==> src/rtl/instr_mem_pkg.sv <==
// instr_mem_pkg: shared definitions for the instruction memory loader.
//   state_t            loader FSM encoding, also driven on o_state
//   HALT_WORD_DEFAULT  default end-of-program marker
//   BYTE_W             width of one serial-link byte
package instr_mem_pkg;

  typedef enum logic [1:0] {
    IDLE   = 2'd0,
    LOAD   = 2'd1,
    LOADED = 2'd2,
    RUN    = 2'd3
  } state_t;

  localparam logic [31:0] HALT_WORD_DEFAULT = 32'hFFFF_FFFF;
  localparam int unsigned BYTE_W            = 8;

endpackage

==> src/rtl/byte_word_assembler.sv <==
// byte_word_assembler: packs serial-link bytes into little-endian words.
// The first byte of a word lands in bits 7:0. When the last byte of a word
// is accepted, the full word is registered and o_word_valid pulses for one
// cycle starting on the following cycle.
// Ports:
//   i_clk, i_rst   clock, synchronous active-high reset
//   i_clear        drop any partial word and restart at byte 0
//   i_byte_valid   accept i_byte this cycle
//   i_byte         incoming byte
//   o_word         last completed word (held until the next one)
//   o_word_valid   one-cycle pulse when o_word is freshly completed
module byte_word_assembler
  import instr_mem_pkg::*;
#(
  parameter int unsigned NB_DATA_BUS = 32
) (
  input  logic                   i_clk,
  input  logic                   i_rst,
  input  logic                   i_clear,
  input  logic                   i_byte_valid,
  input  logic [BYTE_W-1:0]      i_byte,
  output logic [NB_DATA_BUS-1:0] o_word,
  output logic                   o_word_valid
);

  localparam int unsigned N_BYTES = NB_DATA_BUS / BYTE_W;
  localparam int unsigned NB_IDX  = (N_BYTES > 1) ? $clog2(N_BYTES) : 1;
  localparam logic [NB_IDX-1:0] LAST_IDX = NB_IDX'(N_BYTES - 1);

  logic [NB_IDX-1:0]      r_idx;
  logic [NB_DATA_BUS-1:0] r_shift;
  logic [NB_DATA_BUS-1:0] r_word;
  logic                   r_word_valid;
  logic [NB_DATA_BUS-1:0] w_shift_next;

  // New bytes enter at the top and move down, so after N_BYTES shifts the
  // first byte sits in the least significant lane.
  assign w_shift_next = {i_byte, r_shift[NB_DATA_BUS-1:BYTE_W]};

  always_ff @(posedge i_clk) begin
    if (i_rst || i_clear) begin
      r_idx        <= '0;
      r_shift      <= '0;
      r_word       <= '0;
      r_word_valid <= 1'b0;
    end else begin
      r_word_valid <= 1'b0;
      if (i_byte_valid) begin
        r_shift <= w_shift_next;
        if (r_idx == LAST_IDX) begin
          r_idx        <= '0;
          r_word       <= w_shift_next;
          r_word_valid <= 1'b1;
        end else begin
          r_idx <= r_idx + NB_IDX'(1);
        end
      end
    end
  end

  assign o_word       = r_word;
  assign o_word_valid = r_word_valid;

endmodule

==> src/rtl/instr_mem_loader.sv <==
// instr_mem_loader: loads a program from the debug serial link into the
// instruction memory, then releases the CPU to fetch from it.
// Optional feature macro: INSTR_MEM_LOADER_CHECKSUM_EN adds o_checksum,
// the XOR of every word written during the current load.
// Ports:
//   i_clk, i_rst              clock, synchronous active-high reset
//   i_load_start              pulse: (re)start a program load
//   i_run                     pulse: release CPU fetch once loaded
//   i_rx_data, i_rx_valid     program byte stream
//   i_cpu_addr, i_cpu_r_en    CPU fetch request
//   o_mem_r_addr, o_mem_r_en  memory read port (combinational pass-through)
//   o_mem_w_addr/_data/_en    memory write port
//   o_state                   FSM state (IDLE/LOAD/LOADED/RUN)
//   o_word_count              words written in the last or current load
//   o_load_done               one-cycle pulse with the final write
//   o_checksum                (optional) XOR of words written this load
//   o_cpu_stall               CPU must hold its PC
module instr_mem_loader
  import instr_mem_pkg::*;
#(
  parameter int unsigned            NB_DATA_BUS = 32,
  parameter int unsigned            N_ADDRESS   = 64,
  parameter int unsigned            NB_ADDRESS  = $clog2(N_ADDRESS),
  parameter logic [NB_DATA_BUS-1:0] HALT_WORD   = NB_DATA_BUS'(HALT_WORD_DEFAULT)
) (
  input  logic                   i_clk,
  input  logic                   i_rst,
  input  logic                   i_load_start,
  input  logic                   i_run,
  input  logic [7:0]             i_rx_data,
  input  logic                   i_rx_valid,
  input  logic [NB_ADDRESS-1:0]  i_cpu_addr,
  input  logic                   i_cpu_r_en,
  output logic [NB_ADDRESS-1:0]  o_mem_r_addr,
  output logic                   o_mem_r_en,
  output logic [NB_ADDRESS-1:0]  o_mem_w_addr,
  output logic [NB_DATA_BUS-1:0] o_mem_w_data,
  output logic                   o_mem_w_en,
  output logic [1:0]             o_state,
  output logic [NB_ADDRESS:0]    o_word_count,
  output logic                   o_load_done,
`ifdef INSTR_MEM_LOADER_CHECKSUM_EN
  output logic [NB_DATA_BUS-1:0] o_checksum,
`endif
  output logic                   o_cpu_stall
);

  localparam logic [NB_ADDRESS-1:0] LAST_ADDR = NB_ADDRESS'(N_ADDRESS - 1);

  state_t                 r_state;
  state_t                 w_next_state;
  logic [NB_ADDRESS-1:0]  r_w_addr;
  logic [NB_ADDRESS:0]    r_word_count;
  logic [NB_DATA_BUS-1:0] w_word;
  logic                   w_word_valid;
  logic                   w_wr;
  logic                   w_last_write;
  logic                   w_byte_accept;

  // A restart in the same cycle as a completed word discards that word too.
  assign w_wr         = w_word_valid && (r_state == LOAD) && !i_load_start;
  assign w_last_write = w_wr && ((w_word == HALT_WORD) || (r_w_addr == LAST_ADDR));
  // Bytes arriving alongside the final write belong to no load.
  assign w_byte_accept = i_rx_valid && (r_state == LOAD) && !w_last_write;

  byte_word_assembler #(
    .NB_DATA_BUS(NB_DATA_BUS)
  ) u_assembler (
    .i_clk       (i_clk),
    .i_rst       (i_rst),
    .i_clear     (i_load_start),
    .i_byte_valid(w_byte_accept),
    .i_byte      (i_rx_data),
    .o_word      (w_word),
    .o_word_valid(w_word_valid)
  );

  always_ff @(posedge i_clk) begin
    if (i_rst) begin
      r_state      <= IDLE;
      r_w_addr     <= '0;
      r_word_count <= '0;
    end else begin
      r_state <= w_next_state;
      if (i_load_start) begin
        r_w_addr     <= '0;
        r_word_count <= '0;
      end else if (w_wr) begin
        r_word_count <= r_word_count + (NB_ADDRESS + 1)'(1);
        if (r_w_addr != LAST_ADDR) begin
          r_w_addr <= r_w_addr + NB_ADDRESS'(1);
        end
      end
    end
  end

  always_comb begin
    w_next_state = r_state;
    case (r_state)
      IDLE:   if (i_load_start) w_next_state = LOAD;
      LOAD:   if (i_load_start) w_next_state = LOAD;
              else if (w_last_write) w_next_state = LOADED;
      LOADED: if (i_load_start) w_next_state = LOAD;
              else if (i_run) w_next_state = RUN;
      RUN:    if (i_load_start) w_next_state = LOAD;
      default: w_next_state = IDLE;
    endcase
  end

`ifdef INSTR_MEM_LOADER_CHECKSUM_EN
  logic [NB_DATA_BUS-1:0] r_checksum;

  always_ff @(posedge i_clk) begin
    if (i_rst || i_load_start) begin
      r_checksum <= '0;
    end else if (w_wr) begin
      r_checksum <= r_checksum ^ w_word;
    end
  end

  assign o_checksum = r_checksum;
`endif

  assign o_mem_r_addr = i_cpu_addr;
  assign o_mem_r_en   = i_cpu_r_en && (r_state == RUN);
  assign o_mem_w_addr = r_w_addr;
  assign o_mem_w_data = w_word;
  assign o_mem_w_en   = w_wr;
  assign o_state      = r_state;
  assign o_word_count = r_word_count;
  assign o_load_done  = w_last_write;
  assign o_cpu_stall  = (r_state != RUN);

endmodule

==> config.mk <==
export PLATFORM = sky130hd
export DESIGN_NAME = instr_mem_loader
export DESIGN_NICKNAME = d
export VERILOG_FILES = /design/src/rtl/instr_mem_pkg.sv /design/src/rtl/byte_word_assembler.sv /design/src/rtl/instr_mem_loader.sv
export SDC_FILE = /design/constraint.sdc
export NUM_CORES = 1
export LEC_CHECK = 0
export CORE_MARGIN = 4
export CORE_UTILIZATION = 30
export CTS_BUF_LIST = sky130_fd_sc_hd__clkbuf_4 sky130_fd_sc_hd__clkbuf_8
export DETAILED_ROUTE_END_ITERATION = 10
export SLEW_MARGIN = 20
export SYNTH_ARGS = -nofsm -noshare
export SYNTH_HDL_FRONTEND = slang
export SYNTH_HIERARCHICAL = 1
export SYNTH_SLANG_ARGS = --single-unit
==> constraint.sdc <==
create_clock -name i_clk -period 2.3 [get_ports i_clk]
set_input_delay 0.345 -clock i_clk [delete_from_list [all_inputs] [get_ports i_clk]]
set_output_delay 0.345 -clock i_clk [all_outputs]
set_load 0.005 [all_outputs]
After elaboration in Yosys (flattened, before gate mapping)
Cells that the tools add are included.

Register bits after elaboration: 82. Bits in latches: 0. Bits in writable memories: 0. Memory bits (read-only): 0. Output and inout port bits: 57. Memories kept: 0.

$add $sub $neg: 3. Multipliers: 0. Divide/modulo/power cells: 0. $lt $le $gt $ge: 0. Equality and inequality tests: 11. Shift-type cells: 0. Multiplexer cells: 8. Bitwise logic cells: 1. Reductions and logical operators: 17.

Operators with widths (count): == test 32 bit, second input constant (1); two-way mux 2 bit (6); adder 7 x 1 -> 7 bit, second input constant (1); adder 6 x 1 -> 6 bit, second input constant (1); == test 2 bit, second input constant (3); == test 6 bit, second input constant (1); logical AND 1 bit (6); inequality test 3 bit, second input constant (2); inequality test 6 bit, second input constant (1); case mux 2 bit (3 select lines) (1); OR reduction 2 bit (3); AND reduction 2 bit (2); AND reduction 3 bit (1); adder 2 x 1 -> 2 bit, second input constant (1); == test 2 x 1 -> 1 bit, second input constant (1); logical NOT 1 bit (2); logical NOT 2 bit (1); logical OR 1 bit (2); inequality test 2 x 1 -> 1 bit, second input constant (1); inequality test 2 bit, second input constant (1); two-way mux 1 bit (1); inverter 1 bit (1).

Longest topological paths before layout
Gate-level depths: netlist of run 1.

Depth after elaboration: 8. Gate-level depth with buffers: 10.

By module
Netlist of run 1, hierarchy kept.

Modules (own cells, without submodules): byte_word_assembler (instances 1, cells an instance 237, area an instance 2358.5 um^2, sequential area each 1181.1 um^2); instr_mem_loader (instances 1, cells an instance 108, area an instance 905.9 um^2, sequential area each 300.3 um^2).

Least setup slack after synthesis of run 1
Ideal clock, no wire load.

Path type: register to register. From: register r_w_addr[0] (netlist: o_mem_w_addr[0]). To: register u_assembler.r_word[29] (netlist: u_assembler/o_word[29]). Library setup time: 71 ps. Arrival time: 1740 ps. Required time: 2229 ps. Slack: 489 ps. Stages on the path, launching flop included: 11. Path buffers: 2. Period minus slack after synthesis: 1811 ps. Cell sequence: dfxtp_1 > ha_1 > nand3_1 > nor2_1 > a21oi_1 > nor2_1 > nor2_1 > buf_4 > buf_4 > a21bo_2 > a21oi_1.

Longest elaborated chain between the ends: 6.

RTL lines: from (decl) (line instr_mem_loader.sv:52) `logic [NB_ADDRESS-1:0] r_w_addr;`; from (signal assigned) (line instr_mem_loader.sv:91) `r_w_addr <= r_w_addr + NB_ADDRESS'(1);`; == test 6 bit (line instr_mem_loader.sv:62) `assign w_last_write = w_wr && ((w_word == HALT_WORD) || (r_w_addr == LAST_ADDR));`; logical OR 1 bit (line instr_mem_loader.sv:62); logical AND 1 bit (line instr_mem_loader.sv:62); net o_load_done (line instr_mem_loader.sv:41) `output logic o_load_done,`; logical NOT 1 bit (line instr_mem_loader.sv:64) `assign w_byte_accept = i_rx_valid && (r_state == LOAD) && !w_last_write;`; logical AND 1 bit (line instr_mem_loader.sv:64); net w_byte_accept (line instr_mem_loader.sv:58) `logic w_byte_accept;`; AND reduction 2 bit (no source line); to (signal assigned) (line byte_word_assembler.sv:52) `r_word <= w_shift_next;`; to (decl) (line byte_word_assembler.sv:32) `logic [NB_DATA_BUS-1:0] r_word;`.

The timed path passes the listed nets, and every way through them passes these cells. A chain may end at the register's enable or synchronous reset.

Worst setup path in the final report of run 1
From: register r_state[1] (netlist: o_state[1]). To: output port o_mem_w_en.

Longest elaborated chain between the ends: 3.

RTL lines: from (decl) (line instr_mem_loader.sv:50) `state_t r_state;`; from (signal assigned) (line instr_mem_loader.sv:84) `r_state <= w_next_state;`; == test 2 x 1 -> 1 bit (line instr_mem_loader.sv:61) `assign w_wr = w_word_valid && (r_state == LOAD) && !i_load_start;`; logical AND 1 bit (2 in a row) (line instr_mem_loader.sv:61); to (decl) (line instr_mem_loader.sv:38) `output logic o_mem_w_en,`.

No other way between the ends.

==> impl_metrics.csv, run 1 <==
group,metric,value,unit
drt,drt_iter0_drc,160,
power_and_ir_drop,pwr-share-seq,0.499,
critical_path,r2r_cells,10,
logic_synthesis,yosysSeqAreaShare,0.454,
clocking,worstSkewPairLatency,0.34,ns
sta,rsz0062_at_grt,"false",
clocking,holdBufCountCts,0,
global_route,grt.total_usage,0.122,
sta,finalCriticalPeriod,2.15,ns
clocking,max-clock-path-buffers,2,
final_layout,drive_above_1_share,0.184,
clocking,cts.htree.levels,3,
logic_synthesis,async_flop_share,0,
place,gp_congestion,0.743,
critical_path,criticalPathCategory,"reg2out",
final_layout,num_antenna_cells,0,
floorplanning,fp.coreArea,0.0105,mm2
global_route,grt_util_met3,0.0485,
final_layout,fin_area,0.00426,mm2
critical_path,critPathCaptureType,"output port",
global_route,grt.met2_usage,0.185,
drt,antenna_left,0,
power_and_ir_drop,p_per_area,608,mW/mm2
logic_synthesis,synth-edff-count,0,
sta,finalCritPeriodShare,0.935,
critical_path,reg2reg_from,"o_mem_w_addr[0]",
floorplanning,die-width,112,um
logic_synthesis,synth_area,0.00326,mm2
power_and_ir_drop,p_leak,1.47,nW
global_route,top_usage_layer,"met2",
logic_synthesis,synth_most_common_cell,"dfxtp_1",
power_and_ir_drop,finalPower,2.59,mW
clocking,tritoncts,"built",
final_layout,fin_util,0.407,
final_layout,nets,426,
critical_path,path_max_fanout,8,
sta,clock_skew,0.0102,ns
place,dpl_worst_slack,0.124,ns
floorplanning,placement_rows,37,
global_route,grt_pass1_wl,12.5,mm
critical_path,startpoint_type,"flop",
global_route,grt_max_degree,60,
clocking,numCtsBuffers,9,
global_route,grt_util_met1,0.161,
logic_synthesis,syn-mean-instance-area,9.46,um2
logic_synthesis,yosys-top-cells-area,"dfxtp_1 (45%), a21bo_2 (9.8%), mux2i_1 (8.0%), a21oi_1 (6.1%), nand3_1 (5.5%)",
power_and_ir_drop,p_sw,0.564,mW
sta,fin_setup_tns,0,ns
sta,timing.fmax,0.465,GHz
floorplanning,die_h,112,um
floorplanning,die_area,0.0126,mm2
power_and_ir_drop,p_int,2.03,mW
clocking,cts.sinks,74,
place,dpl_cell_area,0.00402,mm2
drt,wl_per_cell,13.9,um
global_route,gr-total-overflow,0,
sta,setup_violations,0,
logic_synthesis,yosysUniqueCellTypes,35,
logic_synthesis,yosys_register_bits,74,
final_layout,fin_cells,538,
floorplanning,io_pins,77,
drt,route.detailed.drc,0,
global_route,grt_pass1_vias,2452,
drt,drtPass1Iterations,4,
logic_synthesis,synth_nets,373,
logic_synthesis,synthTopCellsByCount,"dfxtp_1 (74), nor2_1 (42), a21oi_1 (40)",
clocking,cts_root_buf,"clkbuf_8",
sta,worst_pin_slew,0.480,ns
logic_synthesis,dominantRegCellSynth,"dfxtp_1",
worst_hold_path,holdPathStages,2,
logic_synthesis,yosys.area.top_type,"dfxtp_1",
floorplanning,initial_core_util,0.312,
power_and_ir_drop,switching_share,0.217,
sta,fin_ws,0.148,ns
critical_path,crit_arrival,1.81,ns
critical_path,crit_path_start,"o_state[1]",
logic_synthesis,synth_top_cell_area_share,0.454,
power_and_ir_drop,pwr-share-clk,0.433,
sta,slew_viol_final,0,
sta,hold_slack,0.477,ns
worst_hold_path,hold_class,"reg2reg",
place,io_buffer_count,64,
sta,relSlewSlack,0.680,
logic_synthesis,synth_warnings,6,
power_and_ir_drop,peakVddDrop,0.000379,V
final_layout,syn2layout_area_growth,30.6,%
critical_path,r2r_slack,0.23,ns
outcome,outcome,"finished clean",
logic_synthesis,syn-instance-count,345,
global_route,antenna_found_initial,0,
drt,vias,2548,
critical_path,cp-endpoint,"o_mem_w_en",
job,cap_viol_max_count,0,
place,placed_cells,522,
critical_path,cp.required,1.96,ns
clocking,clkTransAtPathRegs,0.08,ns
drt,viasPerCell,4.74,
critical_path,r2r_end,"u_assembler/r_shift[18]",
place,place_hpwl,5.36,mm
power_and_ir_drop,comb_power_share,0.068,
drt,wirelength,7.47,mm
sta,hold_viol,0,
==> timing repair <==
item | CTS | global route
gates resized for setup | 7 | 1
setup endpoints to repair | 1 | 1
setup buffers | 1 | 0
pin swaps | 3 | 0
==> registers in the layout, summed over array words and instances (netlist names) <==
signal / count
u_assembler/o_word_valid: 1
u_assembler/r_shift: 24
u_assembler/o_word: 32
o_mem_w_addr: 6
o_state: 2
u_assembler/r_idx: 2
o_word_count: 7
==> how the worst min path moves through the flow <==
stage,endpoint,startpoint,slack [ns]
5_1_grt,u_assembler/o_word[3],u_assembler/r_shift[11],0.51
4_1_cts,u_assembler/o_word[2],u_assembler/r_shift[10],0.48
3_3_place_gp,u_assembler/o_word[3],u_assembler/r_shift[11],0.47
6_report,u_assembler/o_word[3],u_assembler/r_shift[11],0.48
3_5_place_dp,u_assembler/o_word[3],u_assembler/r_shift[11],0.47
2_1_floorplan,u_assembler/o_word[3],u_assembler/r_shift[11],0.44
==> layout by cell type (no fill, tap or decap), types with 3 or more instances in the layout <==
master,n
buf_4,6
a21bo_2,32
nor2_1,40
buf_12,4
dfxtp_2,4
inv_1,5
a21oi_1,39
clkdlybuf4s50_1,63
clkbuf_8,11
mux2i_1,26
ha_1,6
or3_1,3
nand4_1,8
xor2_1,4
dfxtp_1,70
nand3_1,36
nand2_1,8
o21ai_0,3
xnor2_1,4
==> layer usage <==
layer	part of all wire	vias up
li1	-	1301
met1	0.48	1177
met2	0.45	66
met3	0.064	4
met4	0.010	0
met5	0	-
==> area by class of cell <==
| class | instances | area, um2 |
|---|---|---|
| Clock buffer | 11 | 151 |
| Clock inverter | 4 | 75.1 |
| Fill cell | 1050 | 6200 |
| Inverter | 6 | 22.5 |
| Multi-Input combinational cell | 233 | 1590 |
| Sequential cell | 74 | 1490 |
| Tap cell | 136 | 170 |
| Timing Repair Buffer | 74 | 764 |
==> cell families (layout without fill, tap and decap cells) <==
logic type	Yosys count	in the layout	synth area share
flip-flops	74	74	0.454
AO/OA/AOI/OAI	81	81	0.177
multiplexers	26	26	0.0797
AND/OR/NAND/NOR	110	110	0.173
adder cells (fa/ha/maj)	8	8	0.0307
buffers and inverters	38	95	0.0640
XOR/XNOR	8	8	0.0215
==> power by group through the flow <==
stage | clock network [mW] | registers [mW] | logic [mW]
floorplan | 0 | 1.32 | 0.121
global placement | 0 | 1.32 | 0.173
detailed placement | 0 | 1.32 | 0.175
CTS | 1.16 | 1.29 | 0.176
global route | 1.22 | 1.29 | 0.192
finish | 1.12 | 1.29 | 0.176
==> worst max-delay path, stage by stage, from the launching register on <==
cell,delay (ns)
dfxtp_1,0.36
inv_1,0.09
ha_2,0.24
nand3b_4,0.11
inv_2,0.14
clkdlybuf4s50_1,0.52
No activity file was read; power rests on OpenSTA's default activity.
==> run 2: changes to the inputs <==
--- a/config.mk
+++ b/config.mk
@@ -6,9 +6,10 @@
 export NUM_CORES = 1
 export LEC_CHECK = 0
 export CORE_MARGIN = 4
-export CORE_UTILIZATION = 30
+export CORE_UTILIZATION = 51
 export CTS_BUF_LIST = sky130_fd_sc_hd__clkbuf_4 sky130_fd_sc_hd__clkbuf_8
 export DETAILED_ROUTE_END_ITERATION = 10
+export PLACE_DENSITY = 0.82
 export SLEW_MARGIN = 20
 export SYNTH_ARGS = -nofsm -noshare
 export SYNTH_HDL_FRONTEND = slang
==> impl_metrics.csv, run 2 (synthesis gave the netlist of run 1 again) <==
group,metric,value,unit
clocking,tritoncts,"built",
critical_path,cp_cell_sequence,"inv_1 -> ha_2 -> nand3b_4 -> inv_2 -> clkdlybuf4s50_1",
drt,viasPerCell,5.47,
floorplanning,die_h,88.0,um
floorplanning,die-width,88.0,um
job,cap_viol_max_count,0,
floorplanning,die_area,0.00774,mm2
drt,antenna_left,0,
clocking,numCtsBuffers,9,
worst_hold_path,hold_class,"reg2reg",
floorplanning,initial_core_util,0.539,
critical_path,crit_family,"buffers and inverters",
critical_path,slowest_delay,0.52,ns
global_route,grt_pass1_vias,2467,
power_and_ir_drop,p_per_area,594,mW/mm2
critical_path,crit_arrival,1.80,ns
power_and_ir_drop,pwr-share-clk,0.405,
sta,hold_slack,0.471,ns
global_route,grt_pass1_wl,11.9,mm
power_and_ir_drop,switching_share,0.225,
critical_path,critPathBufInv,3,
final_layout,final_common_cell,"dfxtp_1",
critical_path,r2r_slack,0.23,ns
sta,rsz0062_at_grt,"false",
sta,finalCritPeriodShare,0.934,
critical_path,r2r_cells,10,
sta,fin_setup_tns,0,ns
clocking,clkTransAtPathRegs,0.07,ns
final_layout,fin_util,0.684,
drt,wirelength,7.25,mm
critical_path,startpoint_type,"flop",
sta,setup_violations,0,
critical_path,cpMaxStageDelayCell,"clkdlybuf4s50_1",
worst_hold_path,hold_end,"u_assembler/o_word[3]",
critical_path,critPathCaptureType,"output port",
final_layout,most-common-layout-cells,"dfxtp_1 (72), clkdlybuf4s50_1 (63), a21oi_1 (39), nor2_1 (39), nand3_1 (35)",
power_and_ir_drop,pwr-share-seq,0.527,
drt,drt_iter0_drc,121,
clocking,cts.htree.levels,3,
critical_path,cp.required,1.96,ns
final_layout,nets,423,
final_layout,syn2layout_area_growth,27.0,%
global_route,antenna_found_initial,0,
sta,hold_viol,0,
power_and_ir_drop,p_leak,1.47,nW
global_route,grt_max_degree,60,
clocking,cts_root_buf,"clkbuf_8",
sta,finalCriticalPeriod,2.15,ns
sta,clock_skew,0.00853,ns
clocking,max-clock-path-buffers,2,
place,gp_congestion,0.780,
drt,vias,2596,
place,io_buffer_count,64,
critical_path,path_max_fanout,8,
power_and_ir_drop,p_int,1.91,mW
drt,wl_per_cell,15.3,um
floorplanning,placement_rows,28,
sta,slew_viol_final,0,
sta,worst_pin_slew,0.640,ns
outcome,outcome,"finished clean",
sta,timing.fmax,0.465,GHz
global_route,gr-total-overflow,0,
clocking,cts.sinks,74,
final_layout,largest_register_ff_count,32,
critical_path,criticalPathCategory,"reg2out",
floorplanning,fp.coreArea,0.00606,mm2
power_and_ir_drop,peakVddDrop,0.000471,V
clocking,holdBufCountCts,0,
drt,drtPass1Iterations,4,
power_and_ir_drop,p_sw,0.554,mW
final_layout,drive_above_1_share,0.178,
clocking,worstSkewPairLatency,0.34,ns
power_and_ir_drop,comb_power_share,0.068,
sta,relSlewSlack,0.573,
floorplanning,io_pins,77,
critical_path,r2r_end,"u_assembler/r_shift[17]",
place,place_hpwl,4.85,mm
global_route,grt.total_usage,0.196,
worst_hold_path,hp-start,"u_assembler/r_shift[11]",
final_layout,num_antenna_cells,0,
critical_path,reg2reg_from,"o_mem_w_addr[0]",
drt,route.detailed.drc,0,
worst_hold_path,holdPathStages,2,
==> run 2: layout make-up <==
type                    count  area, um2
clock buffers              13        154
multi-input cells         233       1610
clock inverters             3       40.0
repair buffers             71        742
inverters                   6       22.5
fillers                   502       1920
flip-flops and latches     74       1480
well taps                  75       93.8
==> run 2: repair_timing <==
action                                 4_1_cts  5_1_grt
gates cloned                                 0        0
pin swaps                                    4        0
resized for setup                            7        2
setup endpoints to repair                    1        1
endpoints found under the hold margin        0        0
buffers inserted                             3        0
==> run 2: worst max-delay path by stage <==
stage	cells past startpoint	start	endpoint
floorplan	10	o_mem_w_addr[0]	u_assembler/o_word[29]
global placement	5	u_assembler/o_word[3]	o_load_done
detailed placement	5	u_assembler/o_word[6]	o_load_done
CTS	4	o_state[0]	o_mem_w_en
global route	5	o_state[1]	o_mem_w_en
finish	5	o_state[1]	o_mem_w_en
==> run 2: routing by layer <==
layer | vias to the layer above | wire length, um | global-route usage
li1 | 1301 | - | -
met1 | 1217 | 3220 | 0.253
met2 | 69 | 3400 | 0.310
met3 | 9 | 523 | 0.0583
met4 | 0 | 102 | 0.0753
met5 | - | 0 | 0
==> run 2: power groups by stage <==
| stage | clock, mW | combinational, mW | sequential, mW |
|---|---|---|---|
| after global placement | 0 | 0.163 | 1.32 |
| after detailed placement | 0 | 0.166 | 1.33 |
| after global routing | 1.08 | 0.182 | 1.30 |
| final | 0.998 | 0.167 | 1.30 |
| after CTS | 1.02 | 0.167 | 1.30 |
| after floorplan | 0 | 0.121 | 1.32 |
==> run 2: tightest hold or removal path, delay by kind of cell (launching register included) <==
kind / cells / cell delay [ns]
DFF: 1 / 0.31
and+or+nand+nor: 1 / 0.06
AOI/OAI and AO/OA: 1 / 0.05
==> run 2: stage by stage <==
step / instances / instance area (um2) / power (mW) / setup WS (ns)
final: 475 / 4150 / 2.46 / 0.151
after global routing: 475 / 4150 / 2.55 / 0.0610
after CTS: 475 / 4140 / 2.48 / 0.0597
after detailed placement: 456 / 3900 / 1.49 / 0.0781
after global placement: 456 / 3900 / 1.49 / 0.163
after floorplan: 345 / 3260 / 1.44 / 0.489
